[config.mk]
export PLATFORM = sky130hd
export DESIGN_NAME = pong_paddle_ai
export DESIGN_NICKNAME = d
export VERILOG_FILES = /design/src/rtl/pong_pkg.sv /design/src/rtl/pong_ai_lfsr.sv /design/src/rtl/pong_paddle_ai.sv
export SDC_FILE = /design/constraint.sdc
export NUM_CORES = 1
export LEC_CHECK = 0
export BUFFER_PORTS_ARGS = -buffer_cell sky130_fd_sc_hd__buf_4
export CAP_MARGIN = 10
export CORE_MARGIN = 5
export CORE_UTILIZATION = 45
export DETAILED_ROUTE_END_ITERATION = 12
export GPL_TIMING_DRIVEN = 1
export PLACE_DENSITY = 0.68
export SLEW_MARGIN = 20
export SYNTH_ARGS = -nofsm -noshare
export SYNTH_HDL_FRONTEND = slang
export SYNTH_SLANG_ARGS = --single-unit
[constraint.sdc]
create_clock -name clk -period 3.6 [get_ports clk]
set_input_delay 0.18 -clock clk [delete_from_list [all_inputs] [get_ports clk]]
set_output_delay 0.18 -clock clk [all_outputs]
set_load 0.03 [all_outputs]
[src/rtl/pong_pkg.sv]
// Shared constants for the pong paddle controller: coordinate defaults,
// mode and AI state encodings, and the jitter LFSR seed.
package pong_pkg;

  localparam int DEF_COORD_W  = 7;
  localparam int DEF_FIELD_H  = 128;
  localparam int DEF_PADDLE_H = 4;

  localparam logic [1:0] MODE_OFF    = 2'b00;
  localparam logic [1:0] MODE_TRACK  = 2'b01;
  localparam logic [1:0] MODE_RETURN = 2'b10;

  typedef enum logic [1:0] {
    ST_HOLD      = 2'd0,
    ST_REACT     = 2'd1,
    ST_MOVE_UP   = 2'd2,
    ST_MOVE_DOWN = 2'd3
  } ai_state_t;

  localparam logic [7:0] LFSR_SEED = 8'hA5;

endpackage

[src/rtl/pong_ai_lfsr.sv]
// 8-bit Fibonacci LFSR (x^8+x^6+x^5+x^4+1) used to jitter the paddle
// reaction delay; advances on every clock edge.
module pong_ai_lfsr
  import pong_pkg::*;
#(
  parameter logic [7:0] SEED = LFSR_SEED
) (
  input  logic       clk,
  input  logic       reset,
  output logic [7:0] out
);

  logic fb;

  assign fb = out[7] ^ out[5] ^ out[4] ^ out[3];

  always_ff @(posedge clk or posedge reset) begin
    if (reset) out <= SEED;
    else       out <= {out[6:0], fb};
  end

endmodule

[src/rtl/pong_paddle_ai.sv]
// Hardware paddle controller: tracks the ball with reaction delay and move
// rate limiting. Define PONG_AI_JITTER_EN to add LFSR jitter to the delay.
//
// state        | meaning
// -------------+------------------------------------------------
// ST_HOLD      | idle, paddle already covers the target
// ST_REACT     | reaction delay counting down before a move
// ST_MOVE_UP   | pulsing up once every MOVE_PERIOD cycles
// ST_MOVE_DOWN | pulsing down once every MOVE_PERIOD cycles
module pong_paddle_ai
  import pong_pkg::*;
#(
  parameter int COORD_W     = DEF_COORD_W,
  parameter int FIELD_H     = DEF_FIELD_H,
  parameter int PADDLE_H    = DEF_PADDLE_H,
  parameter int REACT_DELAY = 2,
  parameter int MOVE_PERIOD = 2,
  parameter int SIDE        = 0
) (
  input  logic               clk,
  input  logic               reset,
  input  logic               enable,
  input  logic [1:0]         mode,
  input  logic [COORD_W-1:0] ball_x,
  input  logic [COORD_W-1:0] ball_y,
  input  logic [COORD_W-1:0] paddle_y,
  input  logic               manual_up,
  input  logic               manual_down,
  output logic               up,
  output logic               down,
  output logic [1:0]         ai_state
);

  localparam int RATE_W  = (MOVE_PERIOD > 1) ? $clog2(MOVE_PERIOD) : 1;
  // Wide enough for REACT_DELAY plus the largest jitter offset of 3.
  localparam int REACT_W = $clog2(REACT_DELAY + 5);
  localparam int CW1     = COORD_W + 1;

  localparam logic [COORD_W-1:0] CENTRE     = COORD_W'((FIELD_H - PADDLE_H) / 2);
  localparam logic [CW1-1:0]     Y_MAX      = CW1'(FIELD_H - PADDLE_H);
  localparam logic [CW1-1:0]     PAD_SPAN   = CW1'(PADDLE_H - 1);
  localparam logic [RATE_W-1:0]  RATE_LAST  = RATE_W'(MOVE_PERIOD - 1);

  ai_state_t           state, state_nxt;
  logic [REACT_W-1:0]  react_cnt, react_nxt;
  logic [RATE_W-1:0]   rate_cnt, rate_nxt;
  logic                up_nxt, down_nxt;

  logic [COORD_W-1:0]  prev_x;
  logic                approaching;
  logic                toward;
  logic [COORD_W-1:0]  target;
  logic [CW1-1:0]      paddle_bot;
  logic                want_up, want_down, want_any;
  logic                ai_off;
  logic [REACT_W-1:0]  d_eff;

`ifdef PONG_AI_JITTER_EN
  logic [7:0] lfsr_q;

  pong_ai_lfsr #(.SEED(LFSR_SEED)) u_lfsr (
    .clk   (clk),
    .reset (reset),
    .out   (lfsr_q)
  );

  assign d_eff = REACT_W'(REACT_DELAY) + REACT_W'(lfsr_q[1:0]);
`else
  assign d_eff = REACT_W'(REACT_DELAY);
`endif

  assign toward = (SIDE == 0) ? (ball_x < prev_x) : (ball_x > prev_x);

  always_ff @(posedge clk or posedge reset) begin
    if (reset) begin
      prev_x      <= '0;
      approaching <= 1'b1;
    end else begin
      prev_x <= ball_x;
      if (toward)                 approaching <= 1'b1;
      else if (ball_x != prev_x)  approaching <= 1'b0;
    end
  end

  assign target     = (mode == MODE_RETURN && !approaching) ? CENTRE : ball_y;
  assign paddle_bot = {1'b0, paddle_y} + PAD_SPAN;
  assign want_up    = ({1'b0, target} < {1'b0, paddle_y}) && (paddle_y != '0);
  assign want_down  = ({1'b0, target} > paddle_bot) && ({1'b0, paddle_y} < Y_MAX);
  assign want_any   = want_up || want_down;
  assign ai_off     = !enable || (mode != MODE_TRACK && mode != MODE_RETURN);

  always_ff @(posedge clk or posedge reset) begin
    if (reset) begin
      state     <= ST_HOLD;
      react_cnt <= '0;
      rate_cnt  <= '0;
      up        <= 1'b0;
      down      <= 1'b0;
    end else begin
      state     <= state_nxt;
      react_cnt <= react_nxt;
      rate_cnt  <= rate_nxt;
      up        <= up_nxt;
      down      <= down_nxt;
    end
  end

  always_comb begin
    state_nxt = state;
    react_nxt = react_cnt;
    rate_nxt  = rate_cnt;
    if (ai_off) begin
      state_nxt = ST_HOLD;
      react_nxt = '0;
      rate_nxt  = '0;
    end else begin
      case (state)
        ST_HOLD: begin
          react_nxt = '0;
          rate_nxt  = '0;
          if (want_any) begin
            if (d_eff == '0) begin
              state_nxt = want_up ? ST_MOVE_UP : ST_MOVE_DOWN;
            end else begin
              state_nxt = ST_REACT;
              react_nxt = d_eff - 1'b1;
            end
          end
        end
        ST_REACT: begin
          rate_nxt = '0;
          if (!want_any) begin
            state_nxt = ST_HOLD;
            react_nxt = '0;
          end else if (react_cnt == '0) begin
            state_nxt = want_up ? ST_MOVE_UP : ST_MOVE_DOWN;
          end else begin
            react_nxt = react_cnt - 1'b1;
          end
        end
        ST_MOVE_UP, ST_MOVE_DOWN: begin
          if (!want_any) begin
            state_nxt = ST_HOLD;
            rate_nxt  = '0;
          end else if ((state == ST_MOVE_UP && want_down) ||
                       (state == ST_MOVE_DOWN && want_up)) begin
            // Reversal always re-arms the reaction delay.
            rate_nxt = '0;
            if (d_eff == '0) begin
              state_nxt = want_up ? ST_MOVE_UP : ST_MOVE_DOWN;
            end else begin
              state_nxt = ST_REACT;
              react_nxt = d_eff - 1'b1;
            end
          end else begin
            rate_nxt = (rate_cnt == RATE_LAST) ? '0 : rate_cnt + 1'b1;
          end
        end
        default: begin
          state_nxt = ST_HOLD;
          react_nxt = '0;
          rate_nxt  = '0;
        end
      endcase
    end
  end

  always_comb begin
    up_nxt   = 1'b0;
    down_nxt = 1'b0;
    if (ai_off) begin
      up_nxt   = enable && manual_up && !manual_down;
      down_nxt = enable && manual_down && !manual_up;
    end else begin
      up_nxt   = (state_nxt == ST_MOVE_UP)   && (rate_nxt == '0);
      down_nxt = (state_nxt == ST_MOVE_DOWN) && (rate_nxt == '0);
    end
  end

  assign ai_state = state;

endmodule
After elaboration in Yosys (flattened, before gate mapping)
Index checks and enable logic that the tools add are counted.
{"block": "totals", "regBits": 16, "latch_bits": 0, "ramBits": 0, "romBits": 0, "in_bits": 28, "output_inout_bits": 4, "word_cells": 78, "n_memories": 0}
{"block": "op_classes", "n_addsub": 3, "multipliers": 0, "div_mod_pow": 0, "order_cmp": 4, "eq_ne": 12, "n_shift": 0, "n_mux": 25, "n_bitwise": 1, "n_reduce_logical": 26}
{"op": "2-to-1 mux 3 bit", "count": 5}
{"op": "less-than comparator 7 bit", "count": 2}
{"op": "logical AND 1 bit", "count": 12}
{"op": "2-to-1 mux 2 bit", "count": 6}
{"op": "== test 2 bit, second input constant", "count": 5}
{"op": "2-to-1 mux 1 bit", "count": 10}
{"op": "case mux 3 bit (3 select lines)", "count": 1}
{"op": "adder 7 x 2 -> 8 bit, second input constant", "count": 1}
{"op": "greater-than comparator 7 x 8 -> 1 bit", "count": 1}
{"op": "less-than comparator 7 bit, second input constant", "count": 1}
{"op": "2-to-1 mux 7 bit", "count": 1}
{"op": "inequality test 7 bit", "count": 1}
{"op": "nonzero test 7 bit", "count": 1}
{"op": "inequality test 3 bit, second input constant", "count": 2}
{"op": "case mux 2 bit (3 select lines)", "count": 1}
{"op": "zero test 1 bit", "count": 4}
{"op": "inequality test 4 bit, second input constant", "count": 1}
{"op": "OR reduction 2 bit", "count": 2}
{"op": "zero test 3 bit", "count": 1}
{"op": "logical OR 1 bit", "count": 3}
{"op": "AND reduction 3 bit", "count": 1}
{"op": "subtractor 3 x 1 -> 3 bit, second input constant", "count": 1}
{"op": "== test 2 x 1 -> 1 bit, second input constant", "count": 1}
{"op": "zero test 2 bit", "count": 1}
{"op": "other kinds (6)", "count": 6}

Logic depth before layout (Yosys ltp)
Gate-level depths: netlist of the first run.
{"block": "logic_depth", "depth_word": 14, "ltp_mapped": 11, "depth_no_buf": 11}

Worst setup path after synthesis of the first run
Ideal clock, no wire load.
{"block": "synth_timing", "path_type": "flip-flop to flip-flop", "startpoint": "register approaching", "endpoint": "register react_cnt[2]", "t_arrival_ns": 2.362, "required_ns": 3.478, "setup_slack_ns": 1.116, "path_stages_with_launch": 10, "path_buffers": 0, "path_cell_list": "dfstp_2 nand2b_1 nand2b_1 ha_1 nor2b_1 o2111a_2 o311ai_4 a31oi_1 a221o_1 a32o_1"}
{"block": "synth_via", "elab_chain_len": 9, "word_cells_on_any_way": 18, "cone_classes": "order compare (2); eq/ne (3); mux (4); reduce/logical (9)"}
{"item": "from (decl)", "line": "pong_paddle_ai.sv:50", "rtl": "logic approaching;"}
{"item": "from (signal assigned)", "line": "pong_paddle_ai.sv:77", "rtl": "approaching <= 1'b1;"}
{"item": "from (signal assigned)", "line": "pong_paddle_ai.sv:80", "rtl": "if (toward) approaching <= 1'b1;"}
{"item": "from (signal assigned)", "line": "pong_paddle_ai.sv:81", "rtl": "else if (ball_x != prev_x) approaching <= 1'b0;"}
{"item": "zero test 1 bit (*)", "line": "pong_paddle_ai.sv:85", "rtl": "assign target = (mode == MODE_RETURN && !approaching) ? CENTRE : ball_y;"}
{"item": "logical AND 1 bit (*)", "line": "pong_paddle_ai.sv:85"}
{"item": "2-to-1 mux 7 bit (*)", "line": "pong_paddle_ai.sv:85"}
{"item": "greater-than comparator 7 x 8 -> 1 bit / less-than comparator 7 bit (equally long branches)", "line": "pong_paddle_ai.sv:88, pong_paddle_ai.sv:87"}
{"item": "logical AND 1 bit, on equally long branches", "line": "pong_paddle_ai.sv:88, pong_paddle_ai.sv:87"}
{"item": "logical OR 1 bit, or another cell as far along", "line": "pong_paddle_ai.sv:89", "rtl": "assign want_any = want_up || want_down;"}
{"item": "2-to-1 mux 3 bit / logical OR 1 bit (equally long branches)", "line": "pong_paddle_ai.sv:132, pong_paddle_ai.sv:145"}
{"item": "case mux 3 bit (3 select lines) / inequality test 3 bit (equally long branches)"}
{"item": "2-to-1 mux 3 bit / AND reduction 3 bit (equally long branches)"}
{"item": "to (signal assigned)", "line": "pong_paddle_ai.sv:101", "rtl": "react_cnt <= react_nxt;"}
{"item": "to (decl)", "line": "pong_paddle_ai.sv:45", "rtl": "logic [REACT_W-1:0] react_cnt, react_nxt;"}
Every way passes the cells marked *; elsewhere a longest branch is shown, timed or not.
A chain may end at the register's enable or synchronous reset.

Worst setup path in the final report of the first run
{"block": "layout_timing", "startpoint": "register approaching", "endpoint": "register down"}
{"block": "layout_via", "elab_chain_len": 14, "word_cells_on_any_way": 27, "cone_classes": "order compare (2); eq/ne (1); mux (14); bitwise (1); reduce/logical (9)"}
{"item": "zero test 1 bit (*)", "line": "pong_paddle_ai.sv:85"}
{"item": "logical AND 1 bit (*)", "line": "pong_paddle_ai.sv:85"}
{"item": "2-to-1 mux 7 bit (*)", "line": "pong_paddle_ai.sv:85"}
{"item": "greater-than comparator 7 x 8 -> 1 bit / less-than comparator 7 bit (equally long branches)", "line": "pong_paddle_ai.sv:88, pong_paddle_ai.sv:87"}
{"item": "logical AND 1 bit, on equally long branches", "line": "pong_paddle_ai.sv:88, pong_paddle_ai.sv:87"}
{"item": "logical AND 1 bit, on equally long branches", "line": "pong_paddle_ai.sv:145, pong_paddle_ai.sv:146"}
{"item": "logical OR 1 bit", "line": "pong_paddle_ai.sv:145", "rtl": "end else if ((state == ST_MOVE_UP && want_down) ||"}
{"item": "2-to-1 mux 2 bit / 2-to-1 mux 1 bit (equally long branches)", "line": "pong_paddle_ai.sv:145"}
{"item": "2-to-1 mux 2 bit / 2-to-1 mux 1 bit (equally long branches)", "line": "pong_paddle_ai.sv:142", "rtl": "if (!want_any) begin"}
{"item": "case mux 2 bit (3 select lines) / case mux 1 bit (2 select lines) (equally long branches)", "line": "pong_paddle_ai.sv:117", "rtl": "case (state)"}
{"item": "2-to-1 mux 2 bit / 2-to-1 mux 1 bit (equally long branches)", "line": "pong_paddle_ai.sv:112", "rtl": "if (ai_off) begin"}
{"item": "== test 2 bit / inverter 1 bit (equally long branches)", "line": "pong_paddle_ai.sv:176", "rtl": "down_nxt = (state_nxt == ST_MOVE_DOWN) && (rate_nxt == '0);"}
{"item": "logical AND 1 bit (*)", "line": "pong_paddle_ai.sv:176"}
{"item": "2-to-1 mux 1 bit (*)", "line": "pong_paddle_ai.sv:171", "rtl": "if (ai_off) begin"}
{"item": "via down_nxt", "line": "pong_paddle_ai.sv:47", "rtl": "logic up_nxt, down_nxt;"}
{"item": "to (signal assigned)", "line": "pong_paddle_ai.sv:104", "rtl": "down <= down_nxt;"}
{"item": "to (decl)", "line": "pong_paddle_ai.sv:30", "rtl": "output logic down,"}
Mark *: on every way through the listed nets, which the timed path passes. The rest lies on a longest branch.

==> results by group, run 1 <==
Outcome
  • Outcome: finished, final reports clean

Power and ir drop
  • Reg power frac: 38.2%
  • Switching Power: 0.000176 W
  • Power Density: 294 nW/um^2
  • P_leak: 0.882 nW
  • Peak VDD IR: 147 uV
  • Total Power: 0.000522 W
  • Gate power share: 39.3%
  • Clock power share: 22.5%
  • P_int: 0.000346 W
  • Net Sw Frac: 33.7%

Placed design
  • Pre-CTS setup slack: 0.873 ns
  • IO Port Bufs: 31
  • Post-DP HPWL: 2.61 mm
  • GP Congestion: 0.860

Yosys
  • Avg Cell Area, Syn: 9.33 sq um
  • Number of enable flip-flop cells after synthesis: 0
  • Synthesis Warnings: 0
  • Synthesized Nets: 204
  • Synth top area cells: dfrtp_1, ha_1, inv_1, a21oi_1, nand2b_1
  • #FFs+latches synth: 16
  • Register area share after synthesis: 28.5%
  • Post-Syn Instances: 151
  • Largest area contributor in the netlist: dfrtp_1
  • Main synth FF type: dfrtp_1
  • Top cell type's share of synthesized area: 26.6%
  • Mapped cell area: 1410 sq um
  • Fraction of registers with async set or reset after synthesis: 100%
  • Unique masters post-synth: 40

Layout
  • N_diodes: 0
  • Layout Area Growth over Synthesis: 25.8%
  • Proportion of layout cells with a drive suffix above 1: 22.6%
  • Final nets: 244
  • Post-layout util: 58.6%

Timing
  • Final setup skew: 0.0145 ns
  • Max-slew headroom: 57.8%
  • Least-Margin Pin Slew: 0.632 ns
  • Final Hold Fails: 0
  • Fin Hold WS: 0.0212 ns
  • Final min period: 2.74 ns
  • Fmax: 364 MHz
  • Setup slack after layout: 0.856 ns
  • Period utilization: 76.2%
  • Fin. max-slew vios: 0
  • Setup TNS: 0 ns
  • RSZ-0062 raised after global routing: no
  • Final setup fails: 0

Worst setup path
  • CP endpoint kind: register
  • FF-to-FF setup slack: 0.86 ns
  • Crit path largest cell delay: 0.53 ns
  • Arr. time, crit path: 2.91 ns
  • Delay-heaviest family, CP: compound AO/OA/AOI/OAI gates
  • Worst path bufs/invs: 0
  • Critical path class: reg2reg
  • FF-to-FF End: down
  • Crit-path cells: nand2b_1 > nand2b_1 > ha_1 > nor2b_1 > o2111a_2 > o311ai_4 > nand3b_1 > a22o_1 > o41ai_2
  • Slowest-stage cell, CP: dfstp_2
  • R2r startpoint: approaching
  • Worst r2r path cells: 9
  • Maximum fanout along the worst path: 7
  • CP startpoint kind: register
  • Worst EP required: 3.77 ns
  • Cell with the most instances on the worst path: nand2b_1

Hold path
  • Hold Path Sink: prev_x[0]
  • WHS Path Cells: 1
  • Hold WC Path Type: in2reg
  • Min-delay src: ball_x[0]

CTS
  • CTS Root Cell: clkbuf_4
  • Reg clk slew, reported paths: 0.09 ns
  • Clock buffer depth: 2
  • Clock sinks: 16
  • Clk Latency, worst-skew pair: 0.28 ns
  • Number of CTS-inserted buffers: 3
  • TritonCTS clock tree: yes
  • Post-CTS Setup Inserts: 0
  • H-tree depth: 1
  • Post-CTS sizing: 0

Die
  • Die X: 66.0 microns
  • # rows: 20
  • Initial Util: 46.5%
  • Die Ht: 66.0 microns
  • Die Area: 4350 sq um
  • Core Area: 3030 sq um
  • I/O pin total: 32

Drt
  • First-pass iteration count of the detailed router: 4
  • Routed vias/inst: 5.34
  • DRC errors left: 0
  • Initial DRC count: 59
  • Final antenna-violating net count: 0
  • Wirelength per Cell: 13.5 microns
  • Final WL: 3.17 mm
  • Routed vias: 1,249

Global route
  • Grt ovf: 0
  • Number of global-route vias before repair: 1,309
  • Initial antenna violation count: 0
  • Largest net degree at the start of global routing: 17
  • First-pass GRT wire length: 5.58 mm
  • Total GRT Usage: 16.2%

Flow run
  • Number of max-cap violations: 0
[metal layers]
layer | wire length, microns | global-route usage, % | part of all wire, %
met1 | 1330 | 19.7 | 42
met2 | 1640 | 29.5 | 52
met3 | 192 | 2.55 | 6.1
met4 | 0 | 3.55 | 0
met5 | 0 | 0 | 0
[layout make-up]
cell class | instances | area [sq um]
clock buffers | 4 | 36.3
fillers | 276 | 1250
inverters | 24 | 90.1
multi-input cells | 111 | 917
flip-flops and latches | 16 | 402
well taps | 44 | 55.1
repair buffers | 35 | 273
[metrics by stage]
stage / cell area [sq um] / std cells
after global routing: 1770 / 234
after floorplan: 1410 / 151
after global placement: 1700 / 226
after detailed placement: 1700 / 226
final: 1770 / 234
after CTS: 1740 / 231
[synth_stat cells (4+ instances only)]
cell type / instances
nand2_1: 4
inv_1: 24
nor2_1: 7
dfrtp_1: 15
ha_1: 25
xnor2_1: 4
nand4_1: 4
nor2b_1: 6
a21oi_1: 9
o21ai_0: 4
nand2b_1: 6
nand3_1: 4
[registers in the layout, summed over array words and instances (netlist names)]
name and flops:
up 1, ai_state 2, react_cnt 3, rate_cnt 1, down 1, prev_x 7
approaching 1
[logic make-up after synthesis]
logic type / Yosys count / synth area share (%)
AND/OR/NAND/NOR: 41 / 17.6
multiplexers: 1 / 0.711
AO/OA/AOI/OAI: 39 / 21.5
adder cells (fa/ha/maj): 25 / 22.2
XOR/XNOR: 5 / 3.11
flip-flops: 16 / 28.5
buffers and inverters: 24 / 6.39
[power groups by stage]
stage	clock network, W	logic, W	registers [W]
CTS	0.000121	0.000204	0.000199
global route	0.000131	0.000235	0.000201
detailed placement	0	0.000202	0.000202
finish	0.000118	0.000205	0.000199
global placement	0	0.000198	0.000202
floorplan	0	0.000133	0.000206
[cell usage in the layout (no fill, tap or decap), drive strengths merged, types with 2 or more instances in the layout]
| cell | n |
|---|---|
| nand2 | 5 |
| o211ai | 3 |
| buf | 31 |
| and2 | 2 |
| nor2 | 7 |
| a21oi | 9 |
| nor2b | 6 |
| nor4 | 2 |
| a22oi | 2 |
| a31oi | 3 |
| clkbuf | 4 |
| dfrtp | 15 |
| nand4 | 4 |
| o41ai | 2 |
| nand3 | 4 |
| xnor2 | 4 |
| nand2b | 6 |
| dlygate4sd3 | 4 |
| o22ai | 2 |
| o21ai | 4 |
| a21o | 3 |
| inv | 24 |
| a211o | 2 |
| ha | 25 |
| nand4b | 2 |
[worst max-delay path by stage]
stage | start | end | slack [ns] | depth (start not counted)
floorplan | approaching | react_cnt[2] | 1.12 | 9
global route | approaching | up | 0.70 | 9
finish | approaching | down | 0.86 | 9
detailed placement | approaching | down | 0.87 | 9
CTS | approaching | down | 0.85 | 9
global placement | approaching | up | 0.98 | 9
[what timing repair did]
item	CTS	global route
endpoints found under the setup margin	0	0
hold buffers	1	3
endpoints found under the hold margin	15	3
Note: power is estimated with default switching activity, not from simulation.
==> run 2, diff against run 1 <==
- PLACE_DENSITY: 0.68 -> 0.71
- clock period: 3.6 -> 2.25 ns (I/O delays scaled with it)
==> results by group, run 2 (same netlist as run 1, synthesis figures left out) <==
Power and ir drop
  • Peak VDD IR: 384 uV (was 147 uV)
  • Power Density: 461 nW/um^2 (was 294 nW/um^2)
  • P_leak: 1.03 nW (was 0.882 nW)

Outcome
  • Outcome: complete, but fails checks (was finished, final reports clean)
  • Failing checks: setup timing

Worst setup path
  • Worst EP required: 2.44 ns (was 3.77 ns)
  • Worst path bufs/invs: 0 (unchanged)
  • CP startpoint kind: register (unchanged)
  • Arr. time, crit path: 2.59 ns (was 2.91 ns)
  • Maximum fanout along the worst path: 4 (was 7)
  • Critical Path End: react_cnt[2] (was down)
  • Cell with the most instances on the worst path: nand2b_4 (was nand2b_1)
  • CP endpoint kind: register (unchanged)
  • FF-to-FF End: react_cnt[2] (was down)
  • Delay-heaviest family, CP: compound AO/OA/AOI/OAI gates (unchanged)
  • Crit path from: approaching (unchanged)
  • Crit-path cells: nand2b_4 > nand2b_4 > ha_4 > nor2b_4 > o2111a_2 > o311ai_4 > a31oi_1 > a221o_1 > a32o_1 (was nand2b_1 > nand2b_1 > ha_1 > nor2b_1 > o2111a_2 > o311ai_4 > nand3b_1 > a22o_1 > o41ai_2)
  • Worst r2r path cells: 9 (unchanged)
  • WP depth: 9 (unchanged)
  • Critical path class: reg2reg (unchanged)
  • Slowest-stage cell, CP: dfstp_2 (unchanged)
  • R2r startpoint: approaching (unchanged)
  • FF-to-FF setup slack: -0.15 ns (was 0.86 ns)
  • Crit path largest cell delay: 0.54 ns (was 0.53 ns)

Timing
  • Period utilization: 107% (was 76.2%)
  • Fmax: 417 MHz (was 364 MHz)
  • Final setup skew: 0.00222 ns (was 0.0145 ns)
  • Max-slew headroom: 57.9% (was 57.8%)
  • Fin Hold WS: 0.0842 ns (was 0.0212 ns)
  • Setup slack after layout: -0.150 ns (was 0.856 ns)
  • Final setup fails: 7 (was 0)
  • Fin. max-slew vios: 0 (unchanged)
  • RSZ-0062 raised after global routing: yes (was no)
  • Setup TNS: -0.886 ns (was 0 ns)
  • Final min period: 2.40 ns (was 2.74 ns)
  • Least-Margin Pin Slew: 0.631 ns (was 0.632 ns)
  • Final Hold Fails: 0 (unchanged)

CTS
  • Clock buffer depth: 2 (unchanged)
  • CTS Root Cell: clkbuf_4 (unchanged)
  • Clock sinks: 16 (unchanged)
  • TritonCTS clock tree: yes (unchanged)
  • Reg clk slew, reported paths: 0.10 ns (was 0.09 ns)
  • Number of CTS-inserted buffers: 3 (unchanged)
  • H-tree depth: 1 (unchanged)
  • Clk Latency, worst-skew pair: 0.29 ns (was 0.28 ns)

Global route
  • Initial antenna violation count: 0 (unchanged)
  • First-pass GRT wire length: 6.42 mm (was 5.58 mm)
  • Grt ovf: 0 (unchanged)
  • Total GRT Usage: 19.0% (was 16.2%)
  • Grt peak-use layer: met2 (unchanged)
  • Largest net degree at the start of global routing: 17 (unchanged)
  • Grt met2 use: 34.9% (was 29.5%)
  • Number of global-route vias before repair: 1,418 (was 1,309)
  • Grt met1 use: 23.1% (was 19.7%)
  • M3 GR Usage: 3.57% (was 2.55%)

Layout
  • N_diodes: 0 (unchanged)
  • Final cell count without fillers: 253 (was 234)
  • Most frequent cells in the layout: buf_4, inv_1, ha_1, dfrtp_1 (was buf_4, ha_1, inv_1, dfrtp_1, a21oi_1)
  • Layout Area Growth over Synthesis: 56.1% (was 25.8%)
  • Max FFs per register: 7 (unchanged)
  • Post-layout util: 72.6% (was 58.6%)
  • Most flops, register: prev_x (unchanged)
  • Commonest non-fill, non-tap cell in the layout: buf_4 (unchanged)
  • Final nets: 263 (was 244)
  • Final-layout fill cell count: 227 (was 276)
  • Proportion of layout cells with a drive suffix above 1: 43.1% (was 22.6%)

Placed design
  • GP Congestion: 0.810 (was 0.860)
  • IO Port Bufs: 31 (unchanged)
  • # placed instances: 239 (was 226)
  • Post-DP HPWL: 2.79 mm (was 2.61 mm)
  • Pre-CTS setup slack: -0.275 ns (was 0.873 ns)

Drt
  • Final antenna-violating net count: 0 (unchanged)
  • Routed vias/inst: 5.53 (was 5.34)
  • Initial DRC count: 81 (was 59)
  • Wirelength per Cell: 16.0 microns (was 13.5 microns)
  • Final WL: 4.04 mm (was 3.17 mm)
  • DRC errors left: 0 (unchanged)
  • First-pass iteration count of the detailed router: 4 (unchanged)
  • Routed vias: 1,398 (was 1,249)

Die
  • Die Ht: 66.0 microns (unchanged)
  • Die X: 66.0 microns (unchanged)
  • Die Area: 4350 sq um (unchanged)
  • Core Area: 3030 sq um (unchanged)
  • I/O pin total: 32 (unchanged)
  • # rows: 20 (unchanged)
  • Initial Util: 46.5% (unchanged)

Flow run
  • Number of max-cap violations: 0 (unchanged)

Hold path
  • WHS Path Cells: 3 (was 1)
  • Hold WC Path Type: in2reg (unchanged)
run 2: worst reg2reg max path, delay by kind of cell (launching register included):
| family | cells | cell delay, ns |
|---|---|---|
| AOI/OAI and AO/OA | 5 | 1.21 |
| DFF | 1 | 0.54 |
| and+or+nand+nor | 3 | 0.33 |
| adders and majority gates | 1 | 0.20 |
run 2: routing by layer:
metal,up-vias,routed length (microns)
met4,0,101
met5,-,0
met3,12,180
met2,38,2170
li1,674,-
met1,674,1590
run 2: worst min-delay path by stage:
| stage | to | startpoint | slack (ns) |
|---|---|---|---|
| floorplan | ai_state[0] | reset | 0.03 |
| global placement | react_cnt[0] | reset | 0.23 |
| detailed placement | react_cnt[1] | reset | 0.24 |
| CTS | up | manual_up | 0.08 |
| global route | up | manual_up | 0.08 |
| finish | up | manual_up | 0.08 |
run 2: cell type report:
type	count	area, sq um	share of cell area [%]
multi-input combinational	111	1180	53.8
timing repair buffer	54	433	19.7
inverter	24	90.1	4.10
sequential	16	402	18.3
clock buffer	4	36.3	1.65
tap	44	55.1	2.50
run 2: per-stage QoR:
step	power [W]	cell area, sq um
after detailed placement	0.000693	1800
after global placement	0.000680	1800
after CTS	0.000947	2030
after global routing	0.00108	2200
after floorplan	0.000545	1420
final	0.00101	2200
run 2: power by group:
part           internal (W)  switching (W)  total, W
combinational      0.000249       0.000248  0.000497
clock             0.0000987      0.0000978  0.000196
sequential         0.000306      0.0000141  0.000320
run 2: timing repair:
item,CTS,global route
resized for setup,20,20
hold buffers,8,0
pin swaps,16,25
endpoints found under the hold margin,22,0
setup buffers,1,2
endpoints found under the setup margin,8,8
==> run 3, diff against run 2 <==
- MAX_ROUTING_LAYER: default -> met4
- PLACE_DENSITY: 0.71 -> 0.69
==> results by group, run 3 (same netlist as run 1, synthesis figures left out) <==
Worst setup path
  • FF-to-FF setup slack: -0.22 ns (was -0.15 ns)
  • Crit path largest cell delay: 0.54 ns (about the same)
  • Arr. time, crit path: 2.65 ns (was 2.59 ns)
  • Worst path bufs/invs: 2 (was 0)
  • Cell with the most instances on the worst path: buf_6 (was nand2b_4)
  • R2r startpoint: approaching (unchanged)
  • Worst r2r path cells: 11 (was 9)
  • Critical path class: reg2reg (unchanged)
  • Delay-heaviest family, CP: compound AO/OA/AOI/OAI gates (unchanged)
  • Worst EP required: 2.44 ns (about the same)
  • Maximum fanout along the worst path: 4 (unchanged)
  • CP endpoint kind: register (unchanged)
  • CP startpoint kind: register (unchanged)
  • FF-to-FF End: react_cnt[2] (unchanged)
  • Slowest-stage cell, CP: dfstp_2 (unchanged)
  • Crit-path cells: nand2b_4 > buf_6 > nand2b_1 > ha_1 > nand3_2 > o22ai_2 > a21oi_2 > nand2_4 > buf_6 > a221o_1 > a32o_2 (was nand2b_4 > nand2b_4 > ha_4 > nor2b_4 > o2111a_2 > o311ai_4 > a31oi_1 > a221o_1 > a32o_1)

Drt
  • Final WL: 3.79 mm (was 4.04 mm)
  • Final antenna-violating net count: 0 (unchanged)
  • Wirelength per Cell: 14.6 microns (was 16.0 microns)
  • Routed vias/inst: 5.40 (was 5.53)
  • DRC errors left: 0 (unchanged)
  • Initial DRC count: 150 (was 81)
  • First-pass iteration count of the detailed router: 4 (unchanged)
  • Routed vias: 1,399 (was 1,398)

Layout
  • Most frequent cells in the layout: buf_4, inv_1, ha_1, dfrtp_1, dlygate4sd3_1 (was buf_4, inv_1, ha_1, dfrtp_1)
  • Register area: 402 sq um (unchanged)
  • Final-layout fill cell count: 206 (was 227)
  • Layout Area Growth over Synthesis: 60.0% (was 56.1%)
  • Final instance area: 2250 sq um (was 2200 sq um)
  • Most flops, register: prev_x (unchanged)
  • Post-layout util: 74.5% (was 72.6%)
  • Final cell count without fillers: 259 (was 253)
  • Max FFs per register: 7 (unchanged)
  • Final nets: 269 (was 263)
  • N_diodes: 0 (unchanged)
  • Commonest non-fill, non-tap cell in the layout: buf_4 (unchanged)
  • Proportion of layout cells with a drive suffix above 1: 44.7% (was 43.1%)
  • Area occupied by multi-input gates: 1190 sq um (was 1180 sq um)

CTS
  • H-tree depth: 1 (unchanged)
  • Reg clk slew, reported paths: 0.10 ns (about the same)
  • Clk Latency, worst-skew pair: 0.29 ns (about the same)
  • CTS Root Cell: clkbuf_4 (unchanged)
  • Clock buffer depth: 2 (unchanged)
  • Number of CTS-inserted buffers: 3 (unchanged)
  • Clock sinks: 16 (unchanged)
  • TritonCTS clock tree: yes (unchanged)

Die
  • Die Area: 4350 sq um (unchanged)
  • I/O pin total: 32 (unchanged)
  • Initial Util: 46.5% (unchanged)
  • Core Area: 3030 sq um (unchanged)
  • Die X: 66.0 microns (unchanged)
  • Die Ht: 66.0 microns (unchanged)
  • # rows: 20 (unchanged)

Global route
  • Total GRT Usage: 18.9% (was 19.0%)
  • Initial antenna violation count: 0 (unchanged)
  • Largest net degree at the start of global routing: 17 (unchanged)
  • Grt ovf: 0 (unchanged)
  • First-pass GRT wire length: 6.33 mm (was 6.42 mm)
  • Number of global-route vias before repair: 1,445 (was 1,418)

Timing
  • Setup slack after layout: -0.216 ns (was -0.150 ns)
  • Fmax: 405 MHz (was 417 MHz)
  • Fin. max-slew vios: 0 (unchanged)
  • Final setup skew: 0.00432 ns (was 0.00222 ns)
  • Final setup fails: 8 (was 7)
  • Final Hold Fails: 0 (unchanged)
  • Least-Margin Pin Slew: 0.634 ns (was 0.631 ns)
  • Period utilization: 110% (was 107%)
  • Max-slew headroom: 57.7% (was 57.9%)
  • RSZ-0062 raised after global routing: yes (unchanged)
  • Final min period: 2.47 ns (was 2.40 ns)

Placed design
  • Post-DP HPWL: 2.71 mm (was 2.79 mm)
  • IO Port Bufs: 31 (unchanged)
  • DP Area: 1820 sq um (was 1800 sq um)
  • # placed instances: 241 (was 239)
  • GP Congestion: 0.844 (was 0.810)
  • Pre-CTS setup slack: -0.247 ns (was -0.275 ns)

Hold path
  • WHS Path Cells: 3 (unchanged)
  • Min-delay src: manual_down (was manual_up)
  • Hold WC Path Type: in2reg (unchanged)
  • Hold Path Sink: down (was up)

Outcome
  • Outcome: complete, but fails checks (unchanged)
  • Failing checks: setup timing (unchanged)

Flow run
  • Number of max-cap violations: 0 (unchanged)

Power and ir drop
  • Power Density: 464 nW/um^2 (was 461 nW/um^2)
  • Peak VDD IR: 310 uV (was 384 uV)
  • P_leak: 1.07 nW (was 1.03 nW)
## run 3: layer usage
| layer | share of wire (%) | track usage (%) | up-vias |
|---|---|---|---|
| met5 | 0 | - | - |
| li1 | - | - | 685 |
| met3 | 4.5 | 4.25 | 6 |
| met1 | 39 | 20.9 | 671 |
| met2 | 56 | 34.5 | 37 |
| met4 | 1.0 | 4.06 | 0 |
## run 3: cell type report
type	instances	share of cell area, %
multi-input cells	111	52.6
repair buffers	60	21.5
flip-flops and latches	16	17.8
inverters	24	4.00
well taps	44	2.44
clock buffers	4	1.61
## run 3: where the power goes
group          leakage, nW  switching [W]  internal, W
clock               0.0210      0.0000931    0.0000985
combinational        0.849       0.000258     0.000276
sequential           0.202      0.0000150     0.000306
total                 1.07       0.000366     0.000680
## run 3: what timing repair did
action / in CTS / in global routing
endpoints found under the setup margin: 8 / 8
resized for setup: 24 / 19
pin swaps: 19 / 14
setup buffers: 5 / 2
hold buffers: 8 / 0
endpoints found under the hold margin: 22 / 0
## run 3: worst max path at each step
| stage | start | cells after the start | endpoint | slack, ns |
|---|---|---|---|---|
| floorplan | approaching | 9 | react_cnt[2] | -0.12 |
| global placement | approaching | 10 | up | -0.18 |
| detailed placement | approaching | 9 | down | -0.25 |
| CTS | approaching | 9 | down | -0.23 |
| global route | approaching | 9 | react_cnt[2] | -0.31 |
| finish | approaching | 11 | react_cnt[2] | -0.22 |
## run 3: worst min-delay path: stages
cell and delay (ns):
buf_4 0.08, nand4b_1 0.09, o41ai_2 0.06
## run 3: through the flow
step | TNS [ns] | hold WS (ns) | power (W)
6_report | -1.02 | 0.0954 | 0.00105
5_1_grt | -1.80 | 0.106 | 0.00112
4_1_cts | -1.07 | 0.0994 | 0.000983
3_5_place_dp | -1.29 | 0.233 | 0.000698
3_3_place_gp | -0.958 | 0.221 | 0.000684
2_1_floorplan | -0.294 | 0.0255 | 0.000545
